**src/rtl/bbpd_vote_accum_if.sv**
```systemverilog
// Sample/correction bundle between the sampler deserialiser, the bang-bang phase
// detector and the phase-select stage.
interface bbpd_vote_accum_if #(
  parameter int LANES = 4,
  parameter int ACC_W = 8
);
  logic                    in_valid;
  logic [LANES-1:0]        data_smp;
  logic [LANES-1:0]        edge_smp;
  logic                    up;
  logic                    down;
  logic signed [ACC_W-1:0] acc;
  logic                    no_trans;

  modport master (
    output in_valid, data_smp, edge_smp,
    input  up, down, acc, no_trans
  );

  modport slave (
    input  in_valid, data_smp, edge_smp,
    output up, down, acc, no_trans
  );
endinterface

```
**src/rtl/bbpd_vote_accum.sv**
```systemverilog
// Alexander bang-bang phase detector: per-lane early/late votes, a saturating signed
// vote integrator with thresholded, held-off up/down pulses, and a no-transition flag.
module bbpd_vote_accum #(
  parameter int LANES     = 4,
  parameter int ACC_W     = 8,
  parameter int THRESH    = 16,
  parameter int HOLDOFF   = 4,
  parameter int TRANS_TMO = 32
) (
  input logic              clk,
  input logic              rst,
  bbpd_vote_accum_if.slave bus
);
  localparam int CNT_W     = $clog2(LANES + 1);
  localparam int HO_W      = (HOLDOFF < 1) ? 1 : $clog2(HOLDOFF + 1);
  localparam int TMO_W     = $clog2(TRANS_TMO + 1);
  localparam int SAT_MAX_I = (1 << (ACC_W - 1)) - 1;

  localparam logic signed [ACC_W:0] SAT_MAX = (ACC_W+1)'(SAT_MAX_I);
  localparam logic signed [ACC_W:0] SAT_MIN = (ACC_W+1)'(-SAT_MAX_I);
  localparam logic signed [ACC_W:0] THR_POS = (ACC_W+1)'(THRESH);
  localparam logic signed [ACC_W:0] THR_NEG = (ACC_W+1)'(-THRESH);

  logic                    d_prev;
  logic                    first;
  logic                    s1_valid;
  logic [CNT_W-1:0]        s1_up;
  logic [CNT_W-1:0]        s1_dn;
  logic signed [ACC_W-1:0] acc_q;
  logic                    up_q;
  logic                    down_q;
  logic [HO_W-1:0]         holdoff;
  logic [TMO_W-1:0]        tmo_cnt;

  logic [LANES-1:0] prev_bits;
  logic [LANES-1:0] trans;
  logic [LANES-1:0] vote_up;
  logic [LANES-1:0] vote_dn;
  logic [CNT_W-1:0] cnt_up;
  logic [CNT_W-1:0] cnt_dn;

  // Each lane compares against the UI before it; lane 0 looks back into the prior word.
  always_comb begin
    prev_bits = {bus.data_smp[LANES-2:0], d_prev};
    trans     = (prev_bits ^ bus.data_smp) & {{(LANES-1){1'b1}}, ~first};
    vote_up   = trans & ~(bus.edge_smp ^ bus.data_smp);
    vote_dn   = trans &  (bus.edge_smp ^ bus.data_smp);
    cnt_up    = '0;
    cnt_dn    = '0;
    for (int i = 0; i < LANES; i++) begin
      cnt_up = cnt_up + CNT_W'(vote_up[i]);
      cnt_dn = cnt_dn + CNT_W'(vote_dn[i]);
    end
  end

  always_ff @(posedge clk) begin
    if (rst) begin
      s1_valid <= 1'b0;
      s1_up    <= '0;
      s1_dn    <= '0;
      d_prev   <= 1'b0;
      first    <= 1'b1;
      tmo_cnt  <= '0;
    end else begin
      s1_valid <= bus.in_valid;
      if (bus.in_valid) begin
        s1_up  <= cnt_up;
        s1_dn  <= cnt_dn;
        d_prev <= bus.data_smp[LANES-1];
        first  <= 1'b0;
        if (|trans)
          tmo_cnt <= '0;
        else if (tmo_cnt != TMO_W'(TRANS_TMO))
          tmo_cnt <= tmo_cnt + TMO_W'(1);
      end
    end
  end

  logic signed [ACC_W:0] up_ext;
  logic signed [ACC_W:0] dn_ext;
  logic signed [ACC_W:0] net;
  logic signed [ACC_W:0] sum_raw;
  logic signed [ACC_W:0] sum_sat;

  // One extra bit of headroom lets the clamp see overflow before it would wrap acc.
  always_comb begin
    up_ext  = $signed({{(ACC_W+1-CNT_W){1'b0}}, s1_up});
    dn_ext  = $signed({{(ACC_W+1-CNT_W){1'b0}}, s1_dn});
    net     = up_ext - dn_ext;
    sum_raw = $signed({acc_q[ACC_W-1], acc_q}) + net;
    if (sum_raw > SAT_MAX)
      sum_sat = SAT_MAX;
    else if (sum_raw < SAT_MIN)
      sum_sat = SAT_MIN;
    else
      sum_sat = sum_raw;
  end

  always_ff @(posedge clk) begin
    if (rst) begin
      acc_q   <= '0;
      up_q    <= 1'b0;
      down_q  <= 1'b0;
      holdoff <= '0;
    end else begin
      up_q   <= 1'b0;
      down_q <= 1'b0;
      if (holdoff != '0)
        holdoff <= holdoff - HO_W'(1);
      if (s1_valid) begin
        if (holdoff == '0 && sum_sat >= THR_POS) begin
          up_q    <= 1'b1;
          acc_q   <= '0;
          holdoff <= HO_W'(HOLDOFF);
        end else if (holdoff == '0 && sum_sat <= THR_NEG) begin
          down_q  <= 1'b1;
          acc_q   <= '0;
          holdoff <= HO_W'(HOLDOFF);
        end else begin
          acc_q <= sum_sat[ACC_W-1:0];
        end
      end
    end
  end

  assign bus.up       = up_q;
  assign bus.down     = down_q;
  assign bus.acc      = acc_q;
  assign bus.no_trans = (tmo_cnt == TMO_W'(TRANS_TMO));

endmodule

```
**src/flat_wrapper.sv**
```systemverilog
// flat-port wrapper written by rule: the top's interface ports become plain ports
module bbpd_vote_accum_flat 
#(
  parameter int LANES     = 4,
  parameter int ACC_W     = 8,
  parameter int THRESH    = 16,
  parameter int HOLDOFF   = 4,
  parameter int TRANS_TMO = 32
)
  (clk, rst, bus_in_valid, bus_data_smp, bus_edge_smp, bus_up, bus_down, bus_acc, bus_no_trans);
  bbpd_vote_accum_if #(.LANES(LANES), .ACC_W(ACC_W)) bus_i ();
  input logic clk;
  input logic rst;
  input wire logic [$bits(bus_i.in_valid)-1:0] bus_in_valid;
  input wire logic [$bits(bus_i.data_smp)-1:0] bus_data_smp;
  input wire logic [$bits(bus_i.edge_smp)-1:0] bus_edge_smp;
  output wire logic [$bits(bus_i.up)-1:0] bus_up;
  output wire logic [$bits(bus_i.down)-1:0] bus_down;
  output wire logic [$bits(bus_i.acc)-1:0] bus_acc;
  output wire logic [$bits(bus_i.no_trans)-1:0] bus_no_trans;
  assign bus_i.in_valid = bus_in_valid;
  assign bus_i.data_smp = bus_data_smp;
  assign bus_i.edge_smp = bus_edge_smp;
  assign bus_up = bus_i.up;
  assign bus_down = bus_i.down;
  assign bus_acc = bus_i.acc;
  assign bus_no_trans = bus_i.no_trans;
  bbpd_vote_accum #(.LANES(LANES), .ACC_W(ACC_W), .THRESH(THRESH), .HOLDOFF(HOLDOFF), .TRANS_TMO(TRANS_TMO)) u_core (.clk(clk), .rst(rst), .bus(bus_i));
endmodule
```
**config.mk**
```make
export PLATFORM = sky130hd
export DESIGN_NAME = bbpd_vote_accum_flat
export DESIGN_NICKNAME = d
export VERILOG_FILES = /design/src/rtl/bbpd_vote_accum_if.sv /design/src/rtl/bbpd_vote_accum.sv /design/src/flat_wrapper.sv
export SDC_FILE = /design/constraint.sdc
export NUM_CORES = 1
export LEC_CHECK = 0
export ABC_AREA = 1
export BUFFER_PORTS_ARGS = -buffer_cell sky130_fd_sc_hd__buf_2
export CORE_MARGIN = 4
export CORE_UTILIZATION = 55
export CTS_CLUSTER_DIAMETER = 60
export DETAILED_ROUTE_END_ITERATION = 8
export PLACE_DENSITY = 0.75
export SLEW_MARGIN = 0
export SYNTH_ARGS = -nofsm -noshare
export SYNTH_HDL_FRONTEND = slang
export SYNTH_SLANG_ARGS = --single-unit
```
**constraint.sdc**
```tcl
create_clock -name clk -period 3.7 [get_ports clk]
set_clock_uncertainty 0.2 [all_clocks]
set_input_delay 0.74 -clock clk [delete_from_list [all_inputs] [get_ports clk]]
set_output_delay 0.74 -clock clk [all_outputs]
set_load 0.01 [all_outputs]
```
# --- Word-level counts from Yosys, hierarchy flattened ---
# Cells that the tools add are included.
totals:
  register_bits: 28
  in_bits: 11
  out_inout_bits: 11
  wordCells: 55
op_classes:
  n_addsub: 10
  magnitude_cmp: 4
  eq_ne: 2
  mux: 12
  n_bitwise: 8
  reduce_logical: 9
op_table:
  columns: ["operator", "n"]
  rows:
  - ["9-bit two-way mux", 2]
  - ["8-bit two-way mux", 2]
  - ["3-bit by 1-bit adder with 3-bit output", 4]
  - ["4-bit AND", 3]
  - ["3-bit two-way mux", 4]
  - ["6-bit two-way mux", 2]
  - ["8-bit by 4-bit adder with 9-bit output", 1]
  - ["9-bit by 6-bit greater-or-equal comparator with 1-bit output (second input constant)", 1]
  - ["9-bit by 8-bit > comparator with 1-bit output (second input constant)", 1]
  - ["9-bit by 5-bit less-or-equal comparator with 1-bit output (second input constant)", 1]
  - ["9-bit by 8-bit < comparator with 1-bit output (second input constant)", 1]
  - ["4-bit bitwise XOR", 2]
  - ["6-bit by 1-bit adder with 6-bit output (second input constant)", 1]
  - ["6-bit equality test (second input constant)", 1]
  - ["6-bit != test (second input constant)", 1]
  - ["1-bit by 1-bit adder with 2-bit output", 2]
  - ["4-bit NOT", 1]
  - ["4-bit OR reduction", 1]
  - ["3-bit by 3-bit subtractor with 4-bit output", 1]
  - ["3-bit logical NOT", 1]
  - ["3-bit nonzero test", 1]
  - ["3-bit OR reduction", 1]
  - ["3-bit by 1-bit subtractor with 3-bit output (second input constant)", 1]
  - ["1-bit logical AND", 2]
  - ["5 further kinds", 7]

# --- Logic depth before layout (Yosys ltp) ---
# Gate-level depths: netlist of run 1.
logic_depth:
  depth_word: 10
  ltp_mapped: 25
  mapped_depth_nobuf: 25

# --- Worst setup path after synthesis of run 1 ---
# OpenSTA, ideal clock, no wires.
synth_path:
  path_type: "reg-to-reg"
  from: "reg u_core.s1_dn[2]"
  to: "reg u_core.acc_q[7], in the netlist u_core.bus.acc[7]"
  setup_time_ns: 0.117
  arrival_ns: 2.794
  required_time_ns: 3.383
  setup_slack_ns: 0.589
  stages_incl_launch_ff: 25
  n_path_buf: 0
  period_less_slack_ns: 3.111
  path_cell_list: "dfxtp_1 inv_1 ha_1 nand2_1 nor2_1 a211oi_1 ha_1 nand2_1 inv_1 a21oi_1 nand2_1 nand2_1 nand2_2 inv_2 nand2_2 nand2_4 nand3_1 nor2_1 nand2_1 nand2_1 nand2_2 nand2_4 nand2_4 nand2_2 nor2_1"
synth_between:
  elab_chain_len: 9
  word_cells_on_any_way: 12
  cone_classes: "add/sub: 2; order compare: 4; mux: 4; reduce/logical: 2"
synth_rtl:
  columns: ["element", "line_no", "source"]
  rows:
  - ["from (decl)", "bbpd_vote_accum.sv:28", "logic [CNT_W-1:0] s1_dn;"]
  - ["from (signal assigned)", "bbpd_vote_accum.sv:68", "s1_dn <= cnt_dn;"]
  - ["3-bit by 3-bit subtractor with 4-bit output *", "bbpd_vote_accum.sv:89", "net = up_ext - dn_ext;"]
  - ["8-bit by 4-bit adder with 9-bit output *", "bbpd_vote_accum.sv:90", "sum_raw = $signed({acc_q[ACC_W-1], acc_q}) + net;"]
  - ["9-bit by 8-bit < comparator with 1-bit output", "bbpd_vote_accum.sv:93", "else if (sum_raw < SAT_MIN)"]
  - ["9-bit two-way mux", "bbpd_vote_accum.sv:93", null]
  - ["9-bit two-way mux *", "bbpd_vote_accum.sv:91", "if (sum_raw > SAT_MAX)"]
  - ["9-bit by 5-bit less-or-equal comparator with 1-bit output", "bbpd_vote_accum.sv:115", "end else if (holdoff == '0 && sum_sat <= THR_NEG) begin"]
  - ["1-bit logical AND", "bbpd_vote_accum.sv:115", null]
  - ["8-bit two-way mux", "bbpd_vote_accum.sv:115", null]
  - ["8-bit two-way mux *", "bbpd_vote_accum.sv:111", "if (holdoff == '0 && sum_sat >= THR_POS) begin"]
  - ["to (signal assigned)", "bbpd_vote_accum.sv:120", "acc_q <= sum_sat[ACC_W-1:0];"]
  - ["to (decl)", "bbpd_vote_accum.sv:29", "logic signed [ACC_W-1:0] acc_q;"]
# Every way passes the cells marked *; elsewhere a longest branch is shown, timed or not.
# A chain may end at the register's enable or synchronous reset.

# --- Worst setup path in the final report of run 1 ---
layout_path:
  from: "reg u_core.s1_up[0]"
  to: "reg u_core.acc_q[6], in the netlist u_core.bus.acc[6]"
layout_between:
  elab_chain_len: 9
  word_cells_on_any_way: 12
  cone_classes: "add/sub: 2; order compare: 4; mux: 4; reduce/logical: 2"
layout_rtl:
  columns: ["element", "line_no", "source"]
  rows:
  - ["from (decl)", "bbpd_vote_accum.sv:27", "logic [CNT_W-1:0] s1_up;"]
  - ["from (signal assigned)", "bbpd_vote_accum.sv:67", "s1_up <= cnt_up;"]
  - ["3-bit by 3-bit subtractor with 4-bit output *", "bbpd_vote_accum.sv:89", null]
  - ["8-bit by 4-bit adder with 9-bit output *", "bbpd_vote_accum.sv:90", null]
  - ["9-bit by 8-bit < comparator with 1-bit output", "bbpd_vote_accum.sv:93", null]
  - ["9-bit two-way mux", "bbpd_vote_accum.sv:93", null]
  - ["9-bit two-way mux *", "bbpd_vote_accum.sv:91", null]
  - ["9-bit by 5-bit less-or-equal comparator with 1-bit output", "bbpd_vote_accum.sv:115", null]
  - ["1-bit logical AND", "bbpd_vote_accum.sv:115", null]
  - ["8-bit two-way mux", "bbpd_vote_accum.sv:115", null]
  - ["8-bit two-way mux *", "bbpd_vote_accum.sv:111", null]
# Marked as above.

==> summary by stage, run 1 <==
Run status
The run finished with clean final reports.

Power and ir drop
Power spread over the standard cell area amounts to ~540 mW/mm^2. VDD sags by at most roughly 0.00025 V. Of the total power, registers draw 0.291. The leakage power total is 1.18 nW. Summed over all nets, the switching power comes to 0.551 mW. Summing internal, switching and leakage power gives 1.26 mW. The combinational cell fraction of total power is 0.564. The clock network power share is 0.145.

The internal portion of total power is 0.714 mW. Of the total power, the share spent switching nets is 0.436.

Critical path
The arrival time at the worst endpoint is about 3400 ps. Counting cells, the worst reg-to-reg path comes to 22. The kind of end point of the critical path is a register. The worst setup path is launched from a register.

The worst reg-to-reg setup slack is 320 ps. The reg-to-reg critical path startpoint is u_core.s1_up[0]. By startpoint and endpoint, the worst setup path is classified as register to register.

The capturing point of the worst reg2reg path is u_core.bus.acc[6]. The worst endpoint required time is 3700 ps. Of all nets on the critical path, the largest fanout is 5.

Die
The number of core rows is 22. The die width is around 70 um. The die covers 0.00490 mm^2. The vertical die dimension is about 70 um. The area of the core is between 0.003 and 0.004 mm^2. The number of top-level design ports is 22.

The initial utilization of the core area, before any placement, comes to 0.573.

Clock network
Clock-pin slew was measured on the worst setup and hold paths at ~90 ps. The later pin in the worst-skew pair is clocked with a latency of around 270 ps. The number of CTS-inserted buffers is 3. The post-cts hold buffer count is 0. Clock tree synthesis selected as its root buffer the cell clkbuf_8.

The H-tree depth is 1. The tree built by TritonCTS fans out to 28 sinks. The maximum root-to-sink buffer count is 2. TritonCTS built the clock tree.

Placed design
Once detailed placement completed, the half-perimeter wirelength came to 3360 um. The number of buffers inserted by port buffering is 21. Routability-driven placement finished with a final weighted congestion of approximately 0.85. Once placement completed, the tool counted placed cells totaling approximately 380.

Route
The post-route DRC violation count is 0. After detailed routing, the number of vias per cell comes to slightly below 5. The routed layout has roughly 1900 vias. The count of nets left with antenna violations once routing finished came out at 0.

The routed length per placed instance is approximately 11 um. The first routing iteration left ~110 violations. The final layout contains routed wiring with a total length of slightly above 4000 um.

The number of optimization iterations in the first detailed-route pass is 4.

Synthesis
In the synthesized netlist the dominant register cell turns out to be dfxtp_1. The post-synthesis cell type count is 28. Ranked by total cell area, the synthesized netlist is headed by dfxtp_1 (27%), ha_1 (12%), nand2_1 (12%), inv_1 (9.4%), nor2_1 (6.0%).

After synthesis, the share of flip-flops with an asynchronous set or reset is 0. The post-synthesis sequential area ratio is 0.265. The synthesized design spends more area on one cell type than any other, namely dfxtp_1. The proportion of netlist area held by the largest area contributor is 0.265. The count of flip-flops with a built-in enable after synthesis is 0. The most common cell in the netlist is nand2_1. The net count after synthesis is approximately 350. The cell count after synthesis is between 300 and 400. In this run, synthesis produced a sequential element count of 28. The synthesized netlist occupies a cell area of 0.00211 mm^2. The post-synthesis average cell area is between 6 and 7 um^2. In the synthesized netlist, the cells that appear most often are nand2_1 (65), inv_1 (53), nor2_1 (34). The count of yosys warnings during synthesis is 0.

Global route
Summed over all layers, the global routing overflow is 0. Entering global routing, the biggest net connects 19 pins. The via count of the first global-routing pass is 1844. The overall routing resource usage is 0.178. The first global-routing pass estimated 7330 um of wire. The initial antenna violation count is 0.

STA
Static timing analysis puts the maximum clock frequency at around 0.30 GHz. The total count of max-transition violations in the final report is 0. The headroom to the max-slew limit is 0.607. The number of endpoints with negative hold slack in the final report is 0. Of the available clock period, the critical path in the final layout requires 0.915.

Setup repair after global routing left no endpoint under its margin. Counting I/O delays and the setup requirement, the final critical path takes between 3000 and 4000 ps. Summed over all failing endpoints, the final setup total negative slack is 0 ps.

The setup violation total in the final timing report is 0. The pin slew with the least headroom to its limit is 589 ps.

Hold path
The kind of path behind the tightest hold check is register to register. The worst hold path was traced through 2 stages. The launch point of the worst hold path is u_core.first.

The worst hold path terminates at u_core.first.

Layout
The antenna diode instance count is 0. The share of post-route cells with drive strength above 1 is 0.152. Counting the fill cells in the layout gives approximately 360.

At the end of the flow, the number of nets in the layout was around 370. The relative area change from synthesis to final layout is 10.1%. Excluding fillers, the count of instances in the completed layout stands at around 380.

Job
The tool flagged a number of max-cap violations equal to 0.
==> area by class of cell <==
cell class                      count  area, um^2  area share
Multi-Input combinational cell    220        1300       0.559
Sequential cell                    28         561       0.241
Inverter                           59         224      0.0962
Timing Repair Buffer               24         128      0.0548
Tap cell                           48        60.1      0.0258
Clock buffer                        4        55.1      0.0237
==> worst max-delay path, stage by stage, from the launching register on <==
cell and delay (ps):
dfxtp_1 320, inv_1 50, ha_1 150, inv_1 60
fa_1 560, inv_1 60, fa_1 410, inv_1 100
nand3_1 90, nand2_1 100, nand2_1 80, nand3_2 100
nand2_4 90, nor2_2 110, nor2_1 60, a21oi_2 150
nor2_1 70, nand2_1 60, nand2_1 50, nand2_2 90
nand2_4 80, buf_4 150, a21oi_1 130
==> flip-flops by register name, summed over array words and instances, names as in the netlist <==
signal	cells
u_core.holdoff	3
u_core.first	1
u_core.bus.down	1
u_core.s1_up	3
u_core.d_prev	1
u_core.tmo_cnt	6
u_core.s1_valid	1
u_core.s1_dn	3
u_core.bus.up	1
u_core.bus.acc	8
==> what timing repair did <==
item,CTS,global route
endpoints found under the setup margin,0,3
setup buffers,0,2
resized for setup,0,0
==> layout by cell type (no fill, tap or decap), drive strengths merged <==
| master | n |
|---|---|
| a211oi | 2 |
| a21oi | 20 |
| buf | 24 |
| clkbuf | 4 |
| clkinv | 2 |
| dfxtp | 28 |
| fa | 4 |
| ha | 20 |
| inv | 57 |
| mux2 | 1 |
| nand2 | 77 |
| nand3 | 18 |
| nand4 | 5 |
| nor2 | 35 |
| nor3 | 8 |
| o211ai | 4 |
| o21ai | 15 |
| or2 | 2 |
| xnor2 | 7 |
| xor2 | 2 |
==> worst max-delay path by stage <==
stage,start,to,cells past startpoint
after floorplan,u_core.s1_dn[2],u_core.bus.acc[7],24
after global routing,u_core.s1_up[0],u_core.holdoff[0],24
after global placement,u_core.s1_up[0],u_core.bus.acc[7],24
final,u_core.s1_up[0],u_core.bus.acc[6],22
after detailed placement,u_core.s1_up[0],u_core.bus.acc[7],24
after CTS,u_core.s1_up[0],u_core.bus.acc[7],24
==> logic make-up after synthesis <==
logic type,synth area share
AO/OA/AOI/OAI,0.108
buffers and inverters,0.120
XOR/XNOR,0.0373
adder cells (fa/ha/maj),0.156
flip-flops,0.265
AND/OR/NAND/NOR,0.308
multiplexers,0.00533
==> metrics by stage <==
stage / hold slack (ps) / util / instance area (um^2) / setup WS (ps)
after floorplan: 220 / - / 2110 / 589
after global placement: 242 / 0.612 / 2260 / 404
after detailed placement: 242 / 0.612 / 2260 / 350
after CTS: 263 / 0.627 / 2310 / 326
after global routing: 307 / 0.631 / 2330 / 3.36
final: 267 / 0.631 / 2330 / 316
==> metal layers <==
| layer | routed length, um | up-vias | GRT usage |
|---|---|---|---|
| li1 | - | 1025 | - |
| met1 | 1860 | 841 | 0.201 |
| met2 | 2080 | 29 | 0.342 |
| met3 | 124 | 2 | 0.0317 |
| met4 | 20 | 0 | 0.0383 |
| met5 | 0 | - | 0 |
==> power by group through the flow <==
stage / Combinational, mW / Clock [mW] / Sequential, mW
after floorplan: 0.544 / 0 / 0.372
after global placement: 0.670 / 0 / 0.374
after detailed placement: 0.678 / 0 / 0.375
after CTS: 0.683 / 0.192 / 0.368
after global routing: 0.821 / 0.205 / 0.372
final: 0.713 / 0.184 / 0.368
No activity file was read; power rests on OpenSTA's default activity.
==> run 2, diff against run 1 <==
--- a/config.mk
+++ b/config.mk
@@ -8,11 +8,11 @@
 export ABC_AREA = 1
 export BUFFER_PORTS_ARGS = -buffer_cell sky130_fd_sc_hd__buf_2
 export CORE_MARGIN = 4
-export CORE_UTILIZATION = 55
+export CORE_UTILIZATION = 59
 export CTS_CLUSTER_DIAMETER = 60
 export DETAILED_ROUTE_END_ITERATION = 8
-export PLACE_DENSITY = 0.75
-export SLEW_MARGIN = 0
+export PLACE_DENSITY = 0.8
+export SLEW_MARGIN = 20
 export SYNTH_ARGS = -nofsm -noshare
 export SYNTH_HDL_FRONTEND = slang
 export SYNTH_SLANG_ARGS = --single-unit
==> constraint.sdc (replaced) <==
create_clock -name clk -period 3.6 [get_ports clk]
set_clock_uncertainty 0.2 [all_clocks]
set_input_delay 0.72 -clock clk [delete_from_list [all_inputs] [get_ports clk]]
set_output_delay 0.72 -clock clk [all_outputs]
set_load 0.01 [all_outputs]
==> summary by stage, run 2 (same netlist as run 1, synthesis figures left out) <==
Critical path
The worst endpoint required time is 3640 ps (-60 ps). The highest net fanout along the worst path is 7 (+2). The cell type of the slowest stage on the worst timing path is fa_2.

STA classifies the critical path startpoint as a register. The worst setup path is of the register to register kind. The total buffers and inverters traversed by the critical path is 3 (-2). The capturing point of the worst reg2reg path is u_core.bus.acc[7]. The reg-to-reg critical path startpoint is u_core.s1_up[0]. The largest incremental delay on the critical path is 550 ps (about the same). The arrival time at the worst endpoint is 3380 ps (about the same).

Traced cell by cell, the critical path runs through inv_1 -> ha_1 -> inv_1 -> fa_1 -> inv_1 -> fa_2 -> nand2_1 -> a21oi_1 -> nand3_1 -> nor2_1 -> nand3_1 -> nand2_2 -> a21oi_2 -> nor2_1 -> nand2_1 -> nand2_1 -> nand2_2 -> nand2_4 -> nand2_4 -> nand2_4 -> nor2_1. The family with the most delay on the worst path is adder cells. The number of stages on the worst setup path is 21 (-4.5%). The worst reg-to-reg setup slack was 260 ps (-60 ps). The depth of the worst register-to-register path is 21 (-4.5%). STA classifies the critical path endpoint as a register.

Hold path
For hold timing, the worst endpoint is u_core.first. The worst hold path cell count was 2 (unchanged). The launch point of the worst hold path is u_core.first. The kind of path behind the tightest hold check is register to register.

Layout
The core occupancy in the finished layout is 0.699 (+0.0682). The share of post-route cells with drive strength above 1 was 0.183 (+0.0304). The number of nets in the finished design came to 370 (-0.27%). The number of flip-flops under the largest register name is 8 (unchanged). The antenna diode instance count is 0 (unchanged). The most common cell after layout, fill and taps aside is nand2_1. The top cell types in the final layout, fill and taps aside, are nand2_1 (65), inv_1 (52), nor2_1 (34). From synthesis to final layout, the design area changed by 12.1%. The number of non-filler instances in the completed layout is 380 (-0.78%).

Route
The routed length per placed instance was 11.5 um (+7.4%). The number of optimization iterations in the first detailed-route pass is 4 (unchanged). The final antenna-violating net count is 0 (unchanged). The count of vias placed by the detailed router was 1951 (+2.8%).

The post-route DRC violation count is 0 (unchanged). The first-iteration detailed-routing DRC count is 133 (+25%). The via count normalized by instance count is 5.13 (+3.7%). The total routed wirelength is 4360 um (+6.6%).

STA
The headroom to the max-slew limit came to 0.631 (+0.0244). The maximum clock rate came to 0.299 GHz (+1.3%). The number of endpoints with negative hold slack in the final report was 0 (unchanged).

The pin slew with the least headroom to its limit came to 553 ps (-36.5 ps). The total count of max-transition violations in the final report is 0 (unchanged). The setup violation total in the final timing report is 0 (unchanged). The minimum period implied by the final worst setup slack is 3340 ps (-44.1 ps). The final worst hold slack is 269 ps (+1.66 ps). The portion of the clock cycle consumed by the worst path in the final layout is 0.928 (+0.0132).

Placed design
The cell count after placement is 375 (-0.53%). The routability-driven placement congestion ratio is 0.845 (-1.1%). The placed wire-length estimate after detailed placement came to 3440 um (+2.6%). The number of buffers inserted by port buffering is 21 (unchanged).

Power and ir drop
The leakage power total is 1.18 nW (-0.73%). The worst supply voltage drop on vdd came to 0.000271 V (+7.6%). The total power came to 1.33 mW (+5.2%). The power per cell area is 562 mW/mm^2 (+3.3%).

Run status
The flow ran to the end, and the final reports show no timing, DRC or antenna violations.

Die
The vertical die dimension is 67.9 um (-3.1%). The die width is 67.9 um (-3.1%). The number of top-level design ports is 22 (unchanged).

The area of the core is 0.00339 mm^2 (-8.1%). The number of core rows is 21 (-4.5%). The total die area is 0.00461 mm^2 (-6.0%). The starting density of the core was 0.624 (+0.0506).

Clock network
The number of CTS-inserted buffers is 3 (unchanged). The root buffer selected by CTS is clkbuf_4. The post-cts hold buffer count is 0 (unchanged).

The H-tree depth is 1 (unchanged). The buffer count from post-CTS setup fixing is 0 (unchanged). The maximum root-to-sink buffer count was 2 (unchanged). The clock edge transition at the registers on the reported setup and hold paths came to 150 ps (+60 ps). The number of sinks driven by the clock tree was 28 (unchanged). The clock latency on the worst-skew pair is 330 ps (+60 ps).

The CTS tree is yes.

Global route
The overall routing resource usage was 0.211 (+0.0335). The initial antenna violation count was 0 (unchanged). The via count of the first global-routing pass is 1852 (+0.43%). The wire length of the first global-routing pass was 7580 um (+3.4%).

The pin count of the biggest net entering global routing came to 19 (unchanged). The sum of overflow across all layers after global routing came to 0 (unchanged).

Job
The number of maximum-capacitance violations came to 0 (unchanged).
run 2: cell types whose count changed in the layout (fill, tap and decap cells not counted), moves of 2 or more:
cell	previous run	this run
a21oi_2	2	4
clkbuf_4	0	3
ha_1	20	16
clkbuf_8	4	0
a21oi_1	18	16
ha_4	0	2
buf_4	3	1
ha_2	0	2
run 2: worst max path at each step:
stage               slack (ps)           endpoint       startpoint
detailed placement         220  u_core.bus.acc[7]  u_core.s1_up[0]
finish                     260  u_core.bus.acc[7]  u_core.s1_up[0]
global placement           340  u_core.holdoff[0]  u_core.s1_up[0]
global route              -100  u_core.holdoff[0]  u_core.s1_up[0]
CTS                        210  u_core.bus.acc[7]  u_core.s1_up[0]
floorplan                  490  u_core.bus.acc[7]  u_core.s1_dn[2]
run 2: what timing repair did:
item,in CTS,in global routing
endpoints found under the hold margin,0,0
resized for setup,0,13
endpoints found under the setup margin,0,9
run 2: final cells by class:
type	instances	area, um^2
Fill cell	281	1020
Clock buffer	3	22.5
Tap cell	46	57.6
Multi-Input combinational cell	221	1360
Timing Repair Buffer	22	113
Clock inverter	1	30.0
Inverter	59	224
Sequential cell	28	562
run 2: metal layers:
layer  track usage  up-vias  routed length, um
li1              -     1030                  -
met1         0.270      872               2040
met2         0.367       38               2070
met3        0.0263       11                159
met4        0.0720        0                 87
met5             0        -                  0
run 2: power by group:
| group | switching (mW) | internal [mW] |
|---|---|---|
| clock network | 0.0927 | 0.113 |
| registers | 0.0306 | 0.349 |
| logic | 0.470 | 0.275 |
| total | 0.593 | 0.737 |
run 2: worst min-delay path: cells and delay by family (launching register included):
family        cells  cell delay [ps]
flops             1              340
simple gates      2              100
run 2: through the flow:
step | setup WS [ps] | setup TNS [ps] | cell area [um^2]
6_report | 260 | 0 | 2370
5_1_grt | -104 | -353 | 2370
4_1_cts | 209 | 0 | 2310
3_5_place_dp | 216 | 0 | 2250
3_3_place_gp | 339 | 0 | 2250
2_1_floorplan | 489 | 0 | 2110
==> run 3, diff against run 2 <==
--- a/config.mk
+++ b/config.mk
@@ -11,6 +11,7 @@
 export CORE_UTILIZATION = 59
 export CTS_CLUSTER_DIAMETER = 60
 export DETAILED_ROUTE_END_ITERATION = 8
+export MAX_ROUTING_LAYER = met4
 export PLACE_DENSITY = 0.8
 export SLEW_MARGIN = 20
 export SYNTH_ARGS = -nofsm -noshare
==> summary by stage, run 3 (same netlist as run 1, synthesis figures left out) <==
Critical path
The worst endpoint required time is 3640 ps (about the same). The launching element type of the critical path is a register. The highest net fanout along the worst path is 7 (unchanged). The critical path in this run is classified as register to register.

STA classifies the critical path endpoint as a register. The arrival time at the worst endpoint is 3390 ps (about the same).

STA
The headroom to the max-slew limit is 0.626 (-0.00477). The total count of max-transition violations in the final report is 0 (unchanged). The minimum period implied by the final worst setup slack was 3350 ps (+7.10 ps). The final worst hold slack was 269 ps (+0.117 ps).

The number of endpoints with negative hold slack in the final report was 0 (unchanged). The portion of the clock cycle consumed by the worst path in the final layout came to 0.930 (+0.00197). The setup violation total in the final timing report is 0 (unchanged).

The pin slew with the least headroom to its limit was 560 ps (+7.00 ps). The maximum clock rate is 0.299 GHz (-0.21%).

Route
The total routed wirelength is 4380 um (+0.41%). The via count normalized by instance count is 5.14 (about the same). The number of optimization iterations in the first detailed-route pass is 4 (unchanged). The first-iteration detailed-routing DRC count is 131 (-1.5%).

The final antenna-violating net count is 0 (unchanged). The routed length per placed instance is 11.5 um (+0.41%). The post-route DRC violation count came to 0 (unchanged). The count of vias placed by the detailed router came to 1952 (+0.051%).

Hold path
The kind of path behind the tightest hold check is register to register.

Layout
The most common cell after layout, fill and taps aside is nand2_1. In the layout the commonest cells are nand2_1 (65), inv_1 (52), nor2_1 (34). The number of non-filler instances in the completed layout is 380 (unchanged).

The relative area change from synthesis to final layout was 12.1% (unchanged). The antenna diode instance count came to 0 (unchanged). The share of post-route cells with drive strength above 1 is 0.183 (unchanged).

The number of flip-flops under the largest register name is 8 (unchanged). The number of nets in the finished design is 370 (unchanged).

Power and ir drop
The internal portion of total power is 0.737 mW (about the same). The power share of the sequential group is 0.286 (about the same). The power per cell area is 561 mW/mm^2 (about the same). The worst supply voltage drop on vdd is 0.000272 V (+0.29%).

The switching power is 0.592 mW (-0.20%). The clock network power share is 0.153 (about the same). The switching power as a share of total power was 0.445 (-0.000493).

The combinational cell fraction of total power is 0.561 (about the same). The leakage power total is 1.18 nW (unchanged). The total power is 1.33 mW (about the same).

Clock network
The number of CTS-inserted buffers is 3 (unchanged). The maximum root-to-sink buffer count was 2 (unchanged). The clock edge transition at the registers on the reported setup and hold paths is 150 ps (about the same). The H-tree depth is 1 (unchanged). The clock latency on the worst-skew pair was 320 ps (about the same). The number of sinks driven by the clock tree is 28 (unchanged).

The post-cts hold buffer count is 0 (unchanged). The root buffer selected by CTS is clkbuf_4. The CTS tree is yes.

Global route
The initial antenna violation count was 0 (unchanged). The wire length of the first global-routing pass is 7580 um (unchanged). The overall routing resource usage is 0.218 (+0.00670). The pin count of the biggest net entering global routing is 19 (unchanged). The via count of the first global-routing pass is 1849 (-0.16%). The sum of overflow across all layers after global routing is 0 (unchanged).

Placed design
The cell count after placement is 375 (unchanged). The number of buffers inserted by port buffering is 21 (unchanged). The routability-driven placement congestion ratio is 0.859 (+1.6%). The placed wire-length estimate after detailed placement is 3440 um (unchanged).

Die
The vertical die dimension is 67.9 um (unchanged). The area of the core is 0.00339 mm^2 (unchanged). The total die area is 0.00461 mm^2 (unchanged). The starting density of the core is 0.624 (unchanged).

The die width is 67.9 um (unchanged). The number of top-level design ports is 22 (unchanged). The number of core rows is 21 (unchanged).

Job
The number of maximum-capacitance violations came to 0 (unchanged).

Run status
The run finished with clean final reports.
## run 3: critical path, stage by stage, from the launching register on
cell	delay, ps
dfxtp_2	350
inv_1	50
ha_1	160
inv_1	50
fa_1	510
inv_1	70
fa_2	550
nand2_1	50
a21oi_1	110
nand3_1	90
nor2_1	90
nand3_1	80
nand2_2	130
a21oi_2	80
nor2_1	130
nand2_1	70
nand2_1	80
nand2_2	90
nand2_4	130
nand2_4	70
nand2_4	80
nor2_1	40
## run 3: per-layer routing
metal	wire length, um	global-route usage	share of wire	up-vias
met5	0	-	0	-
met4	57	0.0720	0.013	0
li1	-	-	-	1036
met3	114	0.0279	0.026	6
met1	2070	0.271	0.47	878
met2	2140	0.367	0.49	32
## run 3: power by group through the flow
stage / clock network, mW / logic (mW) / registers (mW)
detailed placement: 0 / 0.700 / 0.385
CTS: 0.210 / 0.703 / 0.378
global placement: 0 / 0.685 / 0.383
global route: 0.226 / 0.851 / 0.385
finish: 0.204 / 0.746 / 0.380
floorplan: 0 / 0.559 / 0.383
## run 3: cell type report
cell class | instances | area (um^2)
Fill cell | 281 | 1020
Multi-Input combinational cell | 221 | 1360
Clock inverter | 1 | 30.0
Clock buffer | 3 | 22.5
Tap cell | 46 | 57.6
Inverter | 59 | 224
Timing Repair Buffer | 22 | 113
Sequential cell | 28 | 562
## run 3: path summary, 6_finish.rpt
path | start | to | slack, ps | cells after the start
worst max-delay path | u_core.s1_up[0] | u_core.bus.acc[7] | 250 | 21
worst min-delay path | u_core.first | u_core.first | 270 | 2
worst max register to register | u_core.s1_up[0] | u_core.bus.acc[7] | 250 | 21
worst min register to register | u_core.first | u_core.first | 270 | 2
## run 3: per-stage QoR
step	util	worst slack (ps)	area [um^2]	TNS (ps)
2_1_floorplan	-	489	2110	0
3_3_place_gp	0.665	339	2250	0
3_5_place_dp	0.665	216	2250	0
4_1_cts	0.681	209	2310	0
5_1_grt	0.699	-80.5	2370	-248
6_report	0.699	252	2370	0
## run 3: repair_timing
item,CTS,global route
hold endpoints to repair,0,0
setup buffers,0,0
gates resized for setup,0,13
setup endpoints to repair,0,9
